==> src/rtl/uart_rx_if.sv <==
`default_nettype none
// ============================================================================
// Module   : uart_rx_if
// Purpose  : Serial-in / byte-out bundle between tick source, line and consumer
// Revision : 1.0
// ============================================================================
interface uart_rx_if #(
  parameter int NB_DATA = 8
) ();
  logic               i_tick;
  logic               i_rx;
  logic [NB_DATA-1:0] o_data;
  logic               o_rx_done;
  logic               o_frame_err;

  // Receiver side
  modport master (
    input  i_tick,
    input  i_rx,
    output o_data,
    output o_rx_done,
    output o_frame_err
  );

  // Driver / consumer side
  modport slave (
    output i_tick,
    output i_rx,
    input  o_data,
    input  o_rx_done,
    input  o_frame_err
  );
endinterface
`default_nettype wire

==> src/rtl/uart_rx.sv <==
`default_nettype none
// ============================================================================
// Module   : uart_rx
// Purpose  : 16x-oversampled UART receiver, mid-bit sampling, framing check
// Revision : 1.0
// ============================================================================
module uart_rx #(
  parameter int NB_DATA = 8,
  parameter int SB_TICK = 16
) (
  input  logic          i_clk,
  input  logic          i_rst,
  uart_rx_if.master     bus
);

  localparam int BW = (NB_DATA > 1) ? $clog2(NB_DATA) : 1;

  localparam logic [4:0]    c_START_MID = 5'd7;
  localparam logic [4:0]    c_BIT_END   = 5'd15;
  localparam logic [4:0]    c_STOP_END  = 5'(SB_TICK - 1);
  localparam logic [BW-1:0] c_LAST_BIT  = BW'(NB_DATA - 1);

  typedef enum logic [1:0] {
    S_IDLE  = 2'd0,
    S_START = 2'd1,
    S_DATA  = 2'd2,
    S_STOP  = 2'd3
  } state_t;

  state_t             r_state;
  logic [4:0]         r_tick_cnt;
  logic [BW-1:0]      r_bit_cnt;
  logic [NB_DATA-1:0] r_shift;
  logic [NB_DATA-1:0] r_data;
  logic               r_rx_done;
  logic               r_frame_err;
  logic               r_armed;
  logic               r_rx_meta;
  logic               r_rx_s;

  always_ff @(posedge i_clk or posedge i_rst) begin
    if (i_rst) begin
      r_state     <= S_IDLE;
      r_tick_cnt  <= 5'd0;
      r_bit_cnt   <= '0;
      r_shift     <= '0;
      r_data      <= '0;
      r_rx_done   <= 1'b0;
      r_frame_err <= 1'b0;
      r_armed     <= 1'b1;
      r_rx_meta   <= 1'b1;
      r_rx_s      <= 1'b1;
    end else begin
      r_rx_meta   <= bus.i_rx;
      r_rx_s      <= r_rx_meta;
      r_rx_done   <= 1'b0;
      r_frame_err <= 1'b0;

      // A line that has been seen high re-enables start detection after a break
      if (r_rx_s) begin
        r_armed <= 1'b1;
      end

      case (r_state)
        S_IDLE: begin
          if (!r_rx_s && r_armed) begin
            r_state    <= S_START;
            r_tick_cnt <= 5'd0;
          end
        end

        S_START: begin
          if (bus.i_tick) begin
            if (r_tick_cnt == c_START_MID) begin
              r_tick_cnt <= 5'd0;
              if (!r_rx_s) begin
                r_state   <= S_DATA;
                r_bit_cnt <= '0;
              end else begin
                r_state <= S_IDLE;
              end
            end else begin
              r_tick_cnt <= r_tick_cnt + 5'd1;
            end
          end
        end

        S_DATA: begin
          if (bus.i_tick) begin
            if (r_tick_cnt == c_BIT_END) begin
              r_tick_cnt <= 5'd0;
              r_shift    <= {r_rx_s, r_shift[NB_DATA-1:1]};
              if (r_bit_cnt == c_LAST_BIT) begin
                r_state <= S_STOP;
              end else begin
                r_bit_cnt <= r_bit_cnt + 1'b1;
              end
            end else begin
              r_tick_cnt <= r_tick_cnt + 5'd1;
            end
          end
        end

        S_STOP: begin
          if (bus.i_tick) begin
            if (r_tick_cnt == c_STOP_END) begin
              r_tick_cnt <= 5'd0;
              r_state    <= S_IDLE;
              if (r_rx_s) begin
                r_data    <= r_shift;
                r_rx_done <= 1'b1;
              end else begin
                r_frame_err <= 1'b1;
                r_armed     <= 1'b0;
              end
            end else begin
              r_tick_cnt <= r_tick_cnt + 5'd1;
            end
          end
        end

        default: begin
          r_state <= S_IDLE;
        end
      endcase
    end
  end

  assign bus.o_data      = r_data;
  assign bus.o_rx_done   = r_rx_done;
  assign bus.o_frame_err = r_frame_err;

endmodule
`default_nettype wire

==> src/flat_wrapper.sv <==
// flat-port wrapper written by rule: the top's interface ports become plain ports
module uart_rx_flat 
#(
  parameter int NB_DATA = 8,
  parameter int SB_TICK = 16
)
  (i_clk, i_rst, bus_i_tick, bus_i_rx, bus_o_data, bus_o_rx_done, bus_o_frame_err);
  uart_rx_if #(.NB_DATA(NB_DATA)) bus_i ();
  input  logic i_clk;
  input  logic i_rst;
  input wire logic [$bits(bus_i.i_tick)-1:0] bus_i_tick;
  input wire logic [$bits(bus_i.i_rx)-1:0] bus_i_rx;
  output wire logic [$bits(bus_i.o_data)-1:0] bus_o_data;
  output wire logic [$bits(bus_i.o_rx_done)-1:0] bus_o_rx_done;
  output wire logic [$bits(bus_i.o_frame_err)-1:0] bus_o_frame_err;
  assign bus_i.i_tick = bus_i_tick;
  assign bus_i.i_rx = bus_i_rx;
  assign bus_o_data = bus_i.o_data;
  assign bus_o_rx_done = bus_i.o_rx_done;
  assign bus_o_frame_err = bus_i.o_frame_err;
  uart_rx #(.NB_DATA(NB_DATA), .SB_TICK(SB_TICK)) u_core (.i_clk(i_clk), .i_rst(i_rst), .bus(bus_i));
endmodule
==> config.mk <==
export PLATFORM = sky130hd
export DESIGN_NAME = uart_rx_flat
export DESIGN_NICKNAME = d
export VERILOG_FILES = /design/src/rtl/uart_rx_if.sv /design/src/rtl/uart_rx.sv /design/src/flat_wrapper.sv
export SDC_FILE = /design/constraint.sdc
export NUM_CORES = 1
export LEC_CHECK = 0
export ABC_AREA = 1
export CAP_MARGIN = 20
export CORE_UTILIZATION = 44
export DETAILED_ROUTE_END_ITERATION = 10
export PLACE_DENSITY_LB_ADDON = 0.2
export SLEW_MARGIN = 15
export SYNTH_ARGS = -nofsm -noshare
export SYNTH_HDL_FRONTEND = slang
export SYNTH_SLANG_ARGS = --single-unit
==> constraint.sdc <==
create_clock -name i_clk -period 1.44 [get_ports i_clk]
set_input_delay 0.432 -clock i_clk [delete_from_list [all_inputs] [get_ports i_clk]]
set_output_delay 0.432 -clock i_clk [all_outputs]
set_load 0.1 [all_outputs]
Word level (Yosys, flattened, before mapping)
Cells that the tools add are included.
Widths: inputs -> output; s select.
{"block": "word_totals", "memories": 0, "register_bits": 31, "mem_bits_ro": 0, "ramBits": 0, "latchBits": 0, "wordCells": 75, "output_inout_bits": 10}
{"block": "op_classes", "addsub": 2, "shifts": 0, "eq_ne": 17, "bitwise_logic": 0, "reduce_logical": 10, "mul": 0, "n_lt_le_gt_ge": 0, "mux": 36, "n_div": 0}
{"cell": "$mux 5", "count": 5}
{"cell": "$mux 2", "count": 9}
{"cell": "$mux 3", "count": 6}
{"cell": "$pmux 5 s3", "count": 1}
{"cell": "$mux 1", "count": 13}
{"cell": "$ne 2x1->1 const B", "count": 6}
{"cell": "$ne 2x2->1 const B", "count": 5}
{"cell": "$pmux 2 s4", "count": 1}
{"cell": "$reduce_and 8->1", "count": 1}
{"cell": "$reduce_and 7->1", "count": 1}
{"cell": "$pmux 3 s2", "count": 1}
{"cell": "$reduce_and 3->1", "count": 2}
{"cell": "$add 5x1->5 const B", "count": 1}
{"cell": "$eq 5x3->1 const B", "count": 1}
{"cell": "$eq 5x4->1 const B", "count": 1}
{"cell": "$eq 2x2->1 const B", "count": 2}
{"cell": "$reduce_and 4->1", "count": 1}
{"cell": "$add 3x1->3 const B", "count": 1}
{"cell": "$eq 3x3->1 const B", "count": 1}
{"cell": "$eq 2x1->1 const B", "count": 1}
{"cell": "$logic_not 2->1", "count": 1}
{"cell": "$reduce_bool 2->1", "count": 1}
{"cell": "$reduce_or 2->1", "count": 1}
{"cell": "$logic_and 1x1->1", "count": 1}
{"cell": "$logic_not 1->1", "count": 1}

Logic depth before layout (Yosys ltp)
{"block": "depth", "ltp_word": 5, "mapped_depth": 10, "mapped_depth_nobuf": 10}

Worst setup path before layout
Ideal clock, no wire load.
{"block": "synth_path", "kind": "flip-flop to flip-flop", "start": "reg u_core.r_tick_cnt[0]", "end": "reg u_core.r_tick_cnt[4]", "period_less_slack_ps": 1356, "path_stages_with_launch": 9, "setup_time_ps": 76, "t_required_ps": 1364, "setup_slack_ps": 84, "arrival_time_ps": 1279, "cell_sequence": "dfrtp_1 -> ha_1 -> nand2_1 -> nor2_2 -> inv_1 -> ha_1 -> o21ai_0 -> nand2_1 -> o21ai_1"}
{"block": "synth_via", "elab_chain_cells": 4, "elab_cells_between_ends": 8, "classes_between": "1 x add/sub; 2 x eq/ne; 5 x mux"}
{"element": "start: declaration", "line": "uart_rx.sv:31", "source": "logic [4:0] r_tick_cnt;"}
{"element": "start signal: assignment", "line": "uart_rx.sv:83", "source": "r_tick_cnt <= r_tick_cnt + 5'd1;"}
{"element": "start signal: assignment", "line": "uart_rx.sv:99", "source": "r_tick_cnt <= r_tick_cnt + 5'd1;"}
{"element": "start signal: assignment", "line": "uart_rx.sv:117", "source": "r_tick_cnt <= r_tick_cnt + 5'd1;"}
{"element": "$add 5x1->5, or another cell as far along", "line": "uart_rx.sv:83, uart_rx.sv:99, uart_rx.sv:117"}
{"element": "$mux 5 (on tied branches)", "line": "uart_rx.sv:90, uart_rx.sv:106, uart_rx.sv:74"}
{"element": "$mux 5 (on tied branches)", "line": "uart_rx.sv:89, uart_rx.sv:73"}
{"element": "$pmux 5 s3 *", "line": "uart_rx.sv:64", "source": "case (r_state)"}
Mark *: on every way between the ends. The rest lies on a longest branch, timed or not. The select of a mux whose other input is x is not followed.
A chain may end at the register's enable or synchronous reset.

Worst setup path in the final report
{"block": "layout_path", "start": "reg u_core.r_tick_cnt[0]", "end": "reg u_core.r_shift[3]"}
{"block": "layout_via", "elab_chain_cells": 2}
{"element": "$eq 5x4->1", "line": "uart_rx.sv:90", "source": "if (r_tick_cnt == c_BIT_END) begin"}
{"element": "$reduce_and 3->1 (no source line)"}
{"element": "end signal: assignment", "line": "uart_rx.sv:92", "source": "r_shift <= {r_rx_s, r_shift[NB_DATA-1:1]};"}
{"element": "end: declaration", "line": "uart_rx.sv:33", "source": "logic [NB_DATA-1:0] r_shift;"}
No other way between the ends.

==> results.ini <==
[sta]
rsz0062_at_grt = true
period_needed_ns = 1.41
worst_clock_skew_ns = 0.00681
post-route-period-util_pct = 97.6
report.final.hold_viol_count = 0
worstMarginPinSlew_ns = 0.297
fmax_mhz = 711
relSlewSlack_pct = 80.1
whs_ns = 0.301
setup_viol = 0
slew_violations = 0
tns_ns = 0

[yosys]
ys_types = 30
synth_fp_nets = 168
ys_ff_latch = 31
syn_inst = 160
synth_sequential_area_ratio_pct = 52.4
synth.most_common_cell = nand2_1
yosys-top-cells-area = dfrtp_1 (47%), nand2_1 (8.8%), dfstp_2 (5.3%)
syn_area_um2 = 1490
synthArstFlopShare_pct = 100
synth_edf_count = 0
synth.largest_area_cell = dfrtp_1
postSynthAreaPerCell_um2 = 9.30
synth-main-ff-cell = dfrtp_1
synth_top_area_share_pct = 47.1
synthTopCellsByCount = nand2_1 (35), dfrtp_1 (28), inv_1 (19), o21ai_1 (11), o21ai_2 (8)
yosysWarnings = 0

[route]
wl_mm = 2.93
firstDrtPassIters = 4
viasPerCell = 4.96
ant_nets = 0
vias = 1160
avgRoutedWirePerCell_um = 12.5
drtIter0Drc = 36
drc_errors = 0

[power]
power-per-cell-area_nw_per_um2 = 1180
p_total_uw = 2410
p_leak_uw = 0.000940
irDropWorstVdd_mv = 0.802

[worst_setup_path]
r2r_slack_ns = 0.03
crit_type = flop to flop
worstRegToRegCells = 8
timing.rr.start = u_core.r_tick_cnt[0]$_DFFE_PP0P_
start_kind = flop
worstSetupEndpointType = flop
crit_path_max_fanout = 8
r2r_end = u_core.r_shift[3]$_DFFE_PP0P_
worst_ep_arrival_time_ns = 1.63
crit_required_ns = 1.67

[layout]
fill_cells = 265
diodes = 0
fin_nets = 198
drive_gt1_share_pct = 38.9
area_delta_synth_final_pct = 37.3

[clocking]
clock-sinks = 31
clk_latency_ns = 0.33
htree_levels = 2
cts_buffer_depth = 2
clock_tree.root_cell = clkbuf_4
cts_tree = done
path_clk_slew_ns = 0.09
numCtsBuffers = 5
hold_buffers = 0

[global_routing]
grt_max_degree = 29
gr-total-overflow = 0
track_usage_pct = 19.0
antenna_found_initial = 0
grt_pass1_wl_mm = 4.88
grt_pass1_vias = 1123

[placement]
dp_hpwl_mm = 1.91
place.gp.congestion = 0.812
portBuffers = 13

[outcome]
outcome = complete, no violations

[floorplanning]
die_y_um = 60.1
start_util_pct = 47.6
core.rowCount = 20
die-area_um2 = 3620
core-area_um2 = 3130
ios = 14
chipWidth_um = 60.1

[run]
cap_violations = 0

[worst_hold_path]
hold_path_class = primary input to asynchronous set/reset pin

==> kinds of logic after synthesis <==
logic type | after synthesis | share of synthesized area [%]
DFF | 31 | 52.4
AOI/OAI and AO/OA | 27 | 11.6
adders and majority gates | 4 | 3.36
xor gates and xnor gates | 1 | 0.589
muxes | 1 | 0.673
and+or+nand+nor | 67 | 22.7
buffers and inverters | 29 | 8.66
==> state kept, by name, summed over array words and instances, names as in the netlist, named ones only <==
signal / cells
u_core.r_shift: 8
u_core.bus.o_data: 8
u_core.r_rx_meta: 1
u_core.r_state: 1
u_core.r_rx_s: 1
u_core.r_armed: 1
u_core.bus.o_rx_done: 1
u_core.bus.o_frame_err: 1
u_core.r_tick_cnt: 5
u_core.r_bit_cnt: 3
==> metal layers <==
layer  GRT usage (%)  vias to the layer above  share of wire, %
met1            22.3                      547                44
met4            8.97                        0               2.3
met5               0                        -                 0
met3            6.71                        8               5.0
met2            30.8                       23                48
li1                -                      582                 -
==> critical path, cell delays in order, from the launching register on <==
cell	delay (ns)
dfrtp_1	0.40
ha_4	0.17
buf_6	0.10
nand4_1	0.15
inv_2	0.12
nand3_4	0.10
clkbuf_16	0.18
nand2_2	0.04
o21ai_1	0.05
==> per-stage QoR <==
| stage | util [%] | cell area, um^2 | cells | worst slack (ns) |
|---|---|---|---|---|
| after CTS | 61.4 | 1920 | 229 | 0.0126 |
| after detailed placement | 58.0 | 1810 | 220 | -0.338 |
| after global routing | 65.3 | 2040 | 234 | -0.0709 |
| after floorplan | - | 1490 | 160 | 0.0843 |
| after global placement | 58.0 | 1810 | 220 | -0.265 |
| final | 65.3 | 2040 | 234 | 0.0344 |
==> how the worst max path moves through the flow <==
stage / slack [ns] / from / cells past startpoint / to
detailed placement: -0.34 / bus_i_tick / 8 / flop
global route: -0.07 / u_core.r_tick_cnt[0]$_DFFE_PP0P_ / 8 / u_core.r_shift[3]$_DFFE_PP0P_
CTS: 0.01 / u_core.r_tick_cnt[1]$_DFFE_PP0P_ / 7 / u_core.r_tick_cnt[0]$_DFFE_PP0P_
floorplan: 0.08 / u_core.r_tick_cnt[0]$_DFFE_PP0P_ / 8 / u_core.r_tick_cnt[4]$_DFFE_PP0P_
global placement: -0.27 / bus_i_tick / 8 / flop
finish: 0.03 / u_core.r_tick_cnt[0]$_DFFE_PP0P_ / 8 / u_core.r_shift[3]$_DFFE_PP0P_
==> power by group <==
part,total (uW),internal (uW),switching (uW)
logic,702,252,450
clock network,647,358,290
registers,1060,950,108
==> cell type report <==
class,count,area [um^2],area share (%)
timing repair buffer,25,369,18.1
clock buffer,6,41.3,2.02
multi-input combinational,101,666,32.6
clock inverter,1,30.0,1.47
sequential,31,781,38.2
tap,44,55.1,2.69
inverter,26,101,4.96
==> cells in the final DEF, fill, tap and decap left out, drive strengths merged <==
| cell | instances |
|---|---|
| nor3 | 2 |
| clkbuf | 7 |
| nor2 | 10 |
| a22o | 1 |
| o21ai | 23 |
| nand3b | 1 |
| clkinv | 1 |
| o21bai | 1 |
| dfstp | 3 |
| clkdlybuf4s50 | 2 |
| o22ai | 1 |
| inv | 25 |
| dlymetal6s2s | 1 |
| nand3 | 11 |
| bufinv | 1 |
| mux2i | 1 |
| dfrtp | 28 |
| nand2 | 40 |
| xor2 | 1 |
| buf | 21 |
| ha | 4 |
| nand4 | 4 |
| a21oi | 1 |
==> timing repair <==
| item | in CTS | in global routing |
|---|---|---|
| cloned | 1 | 1 |
| endpoints found under the setup margin | 9 | 27 |
| pin swaps | 2 | 6 |
| setup buffers | 1 | 4 |
| resized for setup | 5 | 21 |
(Power assumes the default switching activity.)
